==> src/rtl/tlc_pkg.sv <==
// Shared definitions for the traffic-light sensor aggregator: lane indices,
// congestion level encoding, debounce FSM state encoding and the quantizer.
package tlc_pkg;

    localparam int WEST      = 0;
    localparam int SOUTH     = 1;
    localparam int EAST      = 2;
    localparam int NORTH     = 3;
    localparam int NUM_LANES = 4;

    typedef enum logic [1:0] {
        LVL_NONE = 2'b00,
        LVL_LOW  = 2'b01,
        LVL_MED  = 2'b10,
        LVL_HIGH = 2'b11
    } level_t;

    typedef enum logic [1:0] {
        ST_EMPTY   = 2'b00,
        ST_ARMING  = 2'b01,
        ST_PRESENT = 2'b10,
        ST_LEAVING = 2'b11
    } lane_state_t;

    // Map an arrival count onto a congestion level using three ascending thresholds.
    function automatic level_t quantize(
        input logic [31:0] c,
        input logic [31:0] t1,
        input logic [31:0] t2,
        input logic [31:0] t3
    );
        level_t lvl;
        if (c < t1) begin
            lvl = LVL_NONE;
        end else if (c < t2) begin
            lvl = LVL_LOW;
        end else if (c < t3) begin
            lvl = LVL_MED;
        end else begin
            lvl = LVL_HIGH;
        end
        return lvl;
    endfunction

endpackage

==> src/rtl/tlc_lane_detect.sv <==
// One loop-detector lane: 2-flop synchronizer, four-state debounce FSM that
// emits an arrival on ARMING->PRESENT, and a saturating arrival counter that
// is cleared by green feedback or by the window boundary.
module tlc_lane_detect
    import tlc_pkg::*;
#(
    parameter int DEBOUNCE = 3,
    parameter int CNT_W    = 8
) (
    input  logic             i_clock,
    input  logic             i_reset_b,
    input  logic             i_loop,
    input  logic             i_green,
    input  logic             i_win_clr,
    output logic [CNT_W-1:0] o_snap
);

    localparam logic [3:0]       DB_LAST = 4'(DEBOUNCE - 1);
    localparam bit               DB_ONE  = (DEBOUNCE == 1);
    localparam logic [CNT_W-1:0] CNT_MAX = {CNT_W{1'b1}};

    logic             r_sync1;
    logic             r_sync2;
    lane_state_t      r_state;
    logic [3:0]       r_db_cnt;
    logic [CNT_W-1:0] r_cnt;

    lane_state_t      w_state_nxt;
    logic [3:0]       w_db_nxt;
    logic             w_arrival;
    logic [CNT_W-1:0] w_cnt_inc;
    logic [CNT_W-1:0] w_snap;

    // Two-stage synchronizer for the asynchronous loop input.
    always_ff @(posedge i_clock or negedge i_reset_b) begin
        if (!i_reset_b) begin
            r_sync1 <= 1'b0;
            r_sync2 <= 1'b0;
        end else begin
            r_sync1 <= i_loop;
            r_sync2 <= r_sync1;
        end
    end

    // Debounce next-state logic; r_db_cnt counts consecutive samples of the new level.
    always_comb begin
        w_state_nxt = r_state;
        w_db_nxt    = r_db_cnt;
        w_arrival   = 1'b0;
        case (r_state)
            ST_EMPTY: begin
                if (r_sync2) begin
                    if (DB_ONE) begin
                        w_state_nxt = ST_PRESENT;
                        w_db_nxt    = 4'd0;
                        w_arrival   = 1'b1;
                    end else begin
                        w_state_nxt = ST_ARMING;
                        w_db_nxt    = 4'd1;
                    end
                end else begin
                    w_db_nxt = 4'd0;
                end
            end
            ST_ARMING: begin
                if (!r_sync2) begin
                    w_state_nxt = ST_EMPTY;
                    w_db_nxt    = 4'd0;
                end else if (r_db_cnt >= DB_LAST) begin
                    w_state_nxt = ST_PRESENT;
                    w_db_nxt    = 4'd0;
                    w_arrival   = 1'b1;
                end else begin
                    w_db_nxt = r_db_cnt + 4'd1;
                end
            end
            ST_PRESENT: begin
                if (!r_sync2) begin
                    w_state_nxt = DB_ONE ? ST_EMPTY : ST_LEAVING;
                    w_db_nxt    = DB_ONE ? 4'd0 : 4'd1;
                end else begin
                    w_db_nxt = 4'd0;
                end
            end
            ST_LEAVING: begin
                if (r_sync2) begin
                    w_state_nxt = ST_PRESENT;
                    w_db_nxt    = 4'd0;
                end else if (r_db_cnt >= DB_LAST) begin
                    w_state_nxt = ST_EMPTY;
                    w_db_nxt    = 4'd0;
                end else begin
                    w_db_nxt = r_db_cnt + 4'd1;
                end
            end
            default: begin
                w_state_nxt = ST_EMPTY;
                w_db_nxt    = 4'd0;
            end
        endcase
    end

    // Debounce FSM state registers.
    always_ff @(posedge i_clock or negedge i_reset_b) begin
        if (!i_reset_b) begin
            r_state  <= ST_EMPTY;
            r_db_cnt <= 4'd0;
        end else begin
            r_state  <= w_state_nxt;
            r_db_cnt <= w_db_nxt;
        end
    end

    // Count value as seen at this edge: green wins over a same-cycle arrival.
    always_comb begin
        w_cnt_inc = (r_cnt == CNT_MAX) ? r_cnt : r_cnt + {{(CNT_W-1){1'b0}}, 1'b1};
        if (i_green) begin
            w_snap = '0;
        end else if (w_arrival) begin
            w_snap = w_cnt_inc;
        end else begin
            w_snap = r_cnt;
        end
    end

    // Arrival counter; the window boundary restarts it after the snapshot is taken.
    always_ff @(posedge i_clock or negedge i_reset_b) begin
        if (!i_reset_b) begin
            r_cnt <= '0;
        end else if (i_win_clr) begin
            r_cnt <= '0;
        end else begin
            r_cnt <= w_snap;
        end
    end

    assign o_snap = w_snap;

endmodule

==> src/rtl/tlc_sensor_agg.sv <==
// Sensor aggregator: four lane detectors, a free-running sampling window,
// and per-lane quantized congestion levels registered at each window boundary.
module tlc_sensor_agg
    import tlc_pkg::*;
#(
    parameter int WINDOW_CYCLES = 30,
    parameter int DEBOUNCE      = 3,
    parameter int CNT_W         = 8,
    parameter int THR1          = 1,
    parameter int THR2          = 3,
    parameter int THR3          = 6
) (
    input  logic       i_clock,
    input  logic       i_reset_b,
    input  logic [3:0] i_loop,
    input  logic [3:0] i_green,
    output logic [1:0] o_w_sensor,
    output logic [1:0] o_s_sensor,
    output logic [1:0] o_e_sensor,
    output logic [1:0] o_n_sensor,
    output logic       o_valid
);

    localparam logic [15:0] WIN_LAST = 16'(WINDOW_CYCLES - 1);

    logic [15:0]      r_win;
    logic             w_boundary;
    logic [CNT_W-1:0] w_snap [NUM_LANES];
    level_t           r_lvl  [NUM_LANES];
    logic             r_valid;

    assign w_boundary = (r_win == WIN_LAST);

    for (genvar g = 0; g < NUM_LANES; g++) begin : g_lane
        tlc_lane_detect #(
            .DEBOUNCE (DEBOUNCE),
            .CNT_W    (CNT_W)
        ) u_lane (
            .i_clock   (i_clock),
            .i_reset_b (i_reset_b),
            .i_loop    (i_loop[g]),
            .i_green   (i_green[g]),
            .i_win_clr (w_boundary),
            .o_snap    (w_snap[g])
        );
    end

    // Sampling window counter, 0..WINDOW_CYCLES-1 then wrap.
    always_ff @(posedge i_clock or negedge i_reset_b) begin
        if (!i_reset_b) begin
            r_win <= 16'd0;
        end else if (w_boundary) begin
            r_win <= 16'd0;
        end else begin
            r_win <= r_win + 16'd1;
        end
    end

    // Capture quantized levels and raise the one-cycle valid strobe at the boundary.
    always_ff @(posedge i_clock or negedge i_reset_b) begin
        if (!i_reset_b) begin
            for (int n = 0; n < NUM_LANES; n++) begin
                r_lvl[n] <= LVL_NONE;
            end
            r_valid <= 1'b0;
        end else if (w_boundary) begin
            for (int n = 0; n < NUM_LANES; n++) begin
                r_lvl[n] <= quantize(32'(w_snap[n]), 32'(THR1), 32'(THR2), 32'(THR3));
            end
            r_valid <= 1'b1;
        end else begin
            r_valid <= 1'b0;
        end
    end

    assign o_w_sensor = r_lvl[WEST];
    assign o_s_sensor = r_lvl[SOUTH];
    assign o_e_sensor = r_lvl[EAST];
    assign o_n_sensor = r_lvl[NORTH];
    assign o_valid    = r_valid;

endmodule

==> config.mk <==
export PLATFORM = sky130hd
export DESIGN_NAME = tlc_sensor_agg
export DESIGN_NICKNAME = d
export VERILOG_FILES = /design/src/rtl/tlc_pkg.sv /design/src/rtl/tlc_lane_detect.sv /design/src/rtl/tlc_sensor_agg.sv
export SDC_FILE = /design/constraint.sdc
export NUM_CORES = 1
export LEC_CHECK = 0
export ABC_AREA = 0
export BUFFER_PORTS_ARGS = -buffer_cell sky130_fd_sc_hd__buf_2
export CORE_MARGIN = 4
export CORE_UTILIZATION = 60
export DETAILED_ROUTE_END_ITERATION = 16
export GPL_TIMING_DRIVEN = 1
export PLACE_DENSITY = 0.84
export SLEW_MARGIN = 20
export SYNTH_ARGS = -nofsm -noshare
export SYNTH_HDL_FRONTEND = slang
export SYNTH_SLANG_ARGS = --single-unit
==> constraint.sdc <==
create_clock -name i_clock -period 2.4 [get_ports i_clock]
set_input_delay 0 -clock i_clock [delete_from_list [all_inputs] [get_ports i_clock]]
set_output_delay 0 -clock i_clock [all_outputs]
set_load 0.03 [all_outputs]
==> impl_metrics.toml <==
[run_status]
outcome = "finished clean"

[setup_path]
crit_slowest_cell = "o41a_4"
crit_path_start = "g_lane[2].u_lane.r_db_cnt[1]"
cp.required_ns = 2.64
cp_max_fo = 6
r2r-start = "g_lane[2].u_lane.r_db_cnt[1]"
startpoint_type = "register"
end_kind = "register"
path_cells = "ha_1, o41a_4, buf_4, o211a_4, mux2i_2, o22ai_1, nand3b_1, a221o_1"
max_stage_delay_ns = 0.46
arrival_ns = 2.57
critical_path.top_delay_family = "compound AO/OA/AOI/OAI gates"
worstSetupPathType = "register to register"
cp_num_buf_inv = 1

[clocking]
clock_latency_ns = 0.37
clock_path_buffers = 2
cts_tree = "done"
path_clk_slew_ns = 0.08
cts_sinks = 89
clockRootBuffer = "clkbuf_8"
htreeDepth = 3
cts_buffers = 9

[timing]
clock_skew_ns = 0.01280
finalCriticalPeriod_ns = 2.328
slew-limit-headroom_pct = 64.59
fin_tns_setup_ns = 0
period_share_pct = 97.01
hold_viol_final = 0
worst-slew-pin-transition_ns = 0.5312
finalMaxSlewViolations = 0
setup_viol = 0
max_freq_ghz = 0.4295

[final_layout]
final_cell_mix = "89 x dfrtp_1, 64 x nor2_1, 45 x nand2_1"
area_growth_pct = 16.22
layout.nets = 553
layout_commonest_cell = "dfrtp_1"
fin_area_um2 = 5505
drive_above_1_share_pct = 15.92
antennaDiodeCount = 0

[synthesis]
ys_warn_count = 0
syn_inst = 486
synth_area_um2 = 4737
syn_area_per_cell_um2 = 9.747
yosys.area.top_type = "dfrtp_1"
synth_top_area_share_pct = 47.02
synth.distinct_cells = 59
seq_area_frac_synth_pct = 47.02
async_flop_share_pct = 100.0
synth.area.top_cells = "dfrtp_1 47%, nor2_1 5.1%, xnor2_1 3.9%, ha_1 3.7%, nand2_1 3.6%"
synth_edf_count = 0
synth_seq_cells = 89
synth_flop_cell = "dfrtp_1"

[drt]
wl_per_cell_um = 15.99
drt-initial-drc-count = 206
postRouteAntennaNets = 0
drc = 0
vias = 3816
drt-pass1-iter-count = 6
routed_via_density = 6.000
wl_um = 10170

[place]
placed_area_um2 = 5002
gp_congestion = 0.9282
io_buffer_count = 18
dp_hpwl_um = 6685

[pwr]
p_total_mw = 3.893
power_leakage_nw = 2.370
worst_ir_drop_vdd_mv = 0.5394
powerDensity_nw_per_um2 = 707.1

[global_routing]
grt_max_degree = 52
grt_pass1_wl_um = 17070
grt_pass1_vias = 3784
overflow = 0
antenna_found_initial = 0
grt_usage_pct = 21.77

[die]
start_util_pct = 61.62
num_rows = 32
chipHeight_um = 96.86
core_um2 = 7687
die_area_um2 = 9381
io_pins = 19
die_w_um = 96.86

[job]
maxCapViolations = 0

[hold_path]
hp-class = "input pin to register"
hp-start = "i_green[2]"
[power by group]
| part | total [mW] | switching (mW) | internal [mW] |
|---|---|---|---|
| clock network | 1.26 | 0.557 | 0.700 |
| logic | 0.837 | 0.457 | 0.380 |
| registers | 1.80 | 0.153 | 1.65 |
| total | 3.89 | 1.17 | 2.73 |
[tightest hold or removal path, cell delays in order]
cell and delay (ns):
buf_2 0.10, nand3b_1 0.10, a221o_1 0.14
[state kept, by name, summed over array words and instances, names as in the netlist, named ones only]
signal                  flops
g_lane.u_lane.r_cnt        32
g_lane.u_lane.r_db_cnt     16
r_win                      16
g_lane.u_lane.r_state       4
g_lane.u_lane.r_sync1       4
g_lane.u_lane.r_sync2       4
o_e_sensor                  2
o_n_sensor                  2
o_s_sensor                  2
o_w_sensor                  2
o_valid                     1
[cell families after synthesis]
group	after synthesis	synth area share, %
other	1	0.07916
AOI/OAI and AO/OA	69	12.28
xor gates and xnor gates	33	6.101
muxes	20	4.332
adders and majority gates	14	3.698
and+or+nand+nor	225	23.61
buffers and inverters	35	2.879
DFF	89	47.02
[worst paths after layout]
kind                       depth (start not counted)                           end  slack [ns]
setup / recovery                                   8                 o_e_sensor[0]        0.07
hold / removal                                     3                 o_e_sensor[0]        0.02
setup reg to reg                                   8                 o_e_sensor[0]        0.07
hold reg to reg                                    0      g_lane[1].u_lane.r_sync2        0.36
max in group asynchronous                          3  g_lane[1].u_lane.r_db_cnt[0]        1.61
min in group asynchronous                          2     g_lane[0].u_lane.r_cnt[6]        0.15
[synth_stat cells (13+ instances only)]
cell       n
mux2i_1   16
nand3_1   29
nand2_1   45
nor2_1    64
a21oi_1   19
dfrtp_1   89
inv_1     18
xnor2_1   21
ha_1      14
nand2b_1  13
nor4_1    14
[final cells by class]
type	count	area, µm²
timing repair buffer	44	320.3
tap	102	127.6
multi-input combinational	367	2515
inverter	18	67.56
clock buffer	9	123.9
clock inverter	7	123.9
sequential	89	2227
fill	535	2182
[per-stage QoR]
stage	hold slack [ns]	std cells	util, %	setup WS, ns
finish	0.01680	636	71.61	0.07182
global route	0.04016	636	71.61	-0.03180
CTS	0.005830	628	69.34	0.05373
detailed placement	0.01009	604	65.07	0.08666
global placement	0.003170	604	65.07	0.1767
floorplan	-0.2956	489	-	0.1816
[timing repair]
action / 4_1_cts / 5_1_grt
hold endpoints to repair: 47 / 0
buffers inserted: 0 / 6
hold buffers: 8 / 0
gates resized for setup: 0 / 18
endpoints found under the setup margin: 0 / 7
[routing by layer]
layer  track usage (%)  up-vias  share of wire (%)
met5                 0        -                  0
met2             37.79      144                 51
met3             5.119       25                4.9
met4             7.451        0                2.2
li1                  -     1801                  -
met1             26.59     1846                 42
Note: power is estimated with default switching activity, not from simulation.
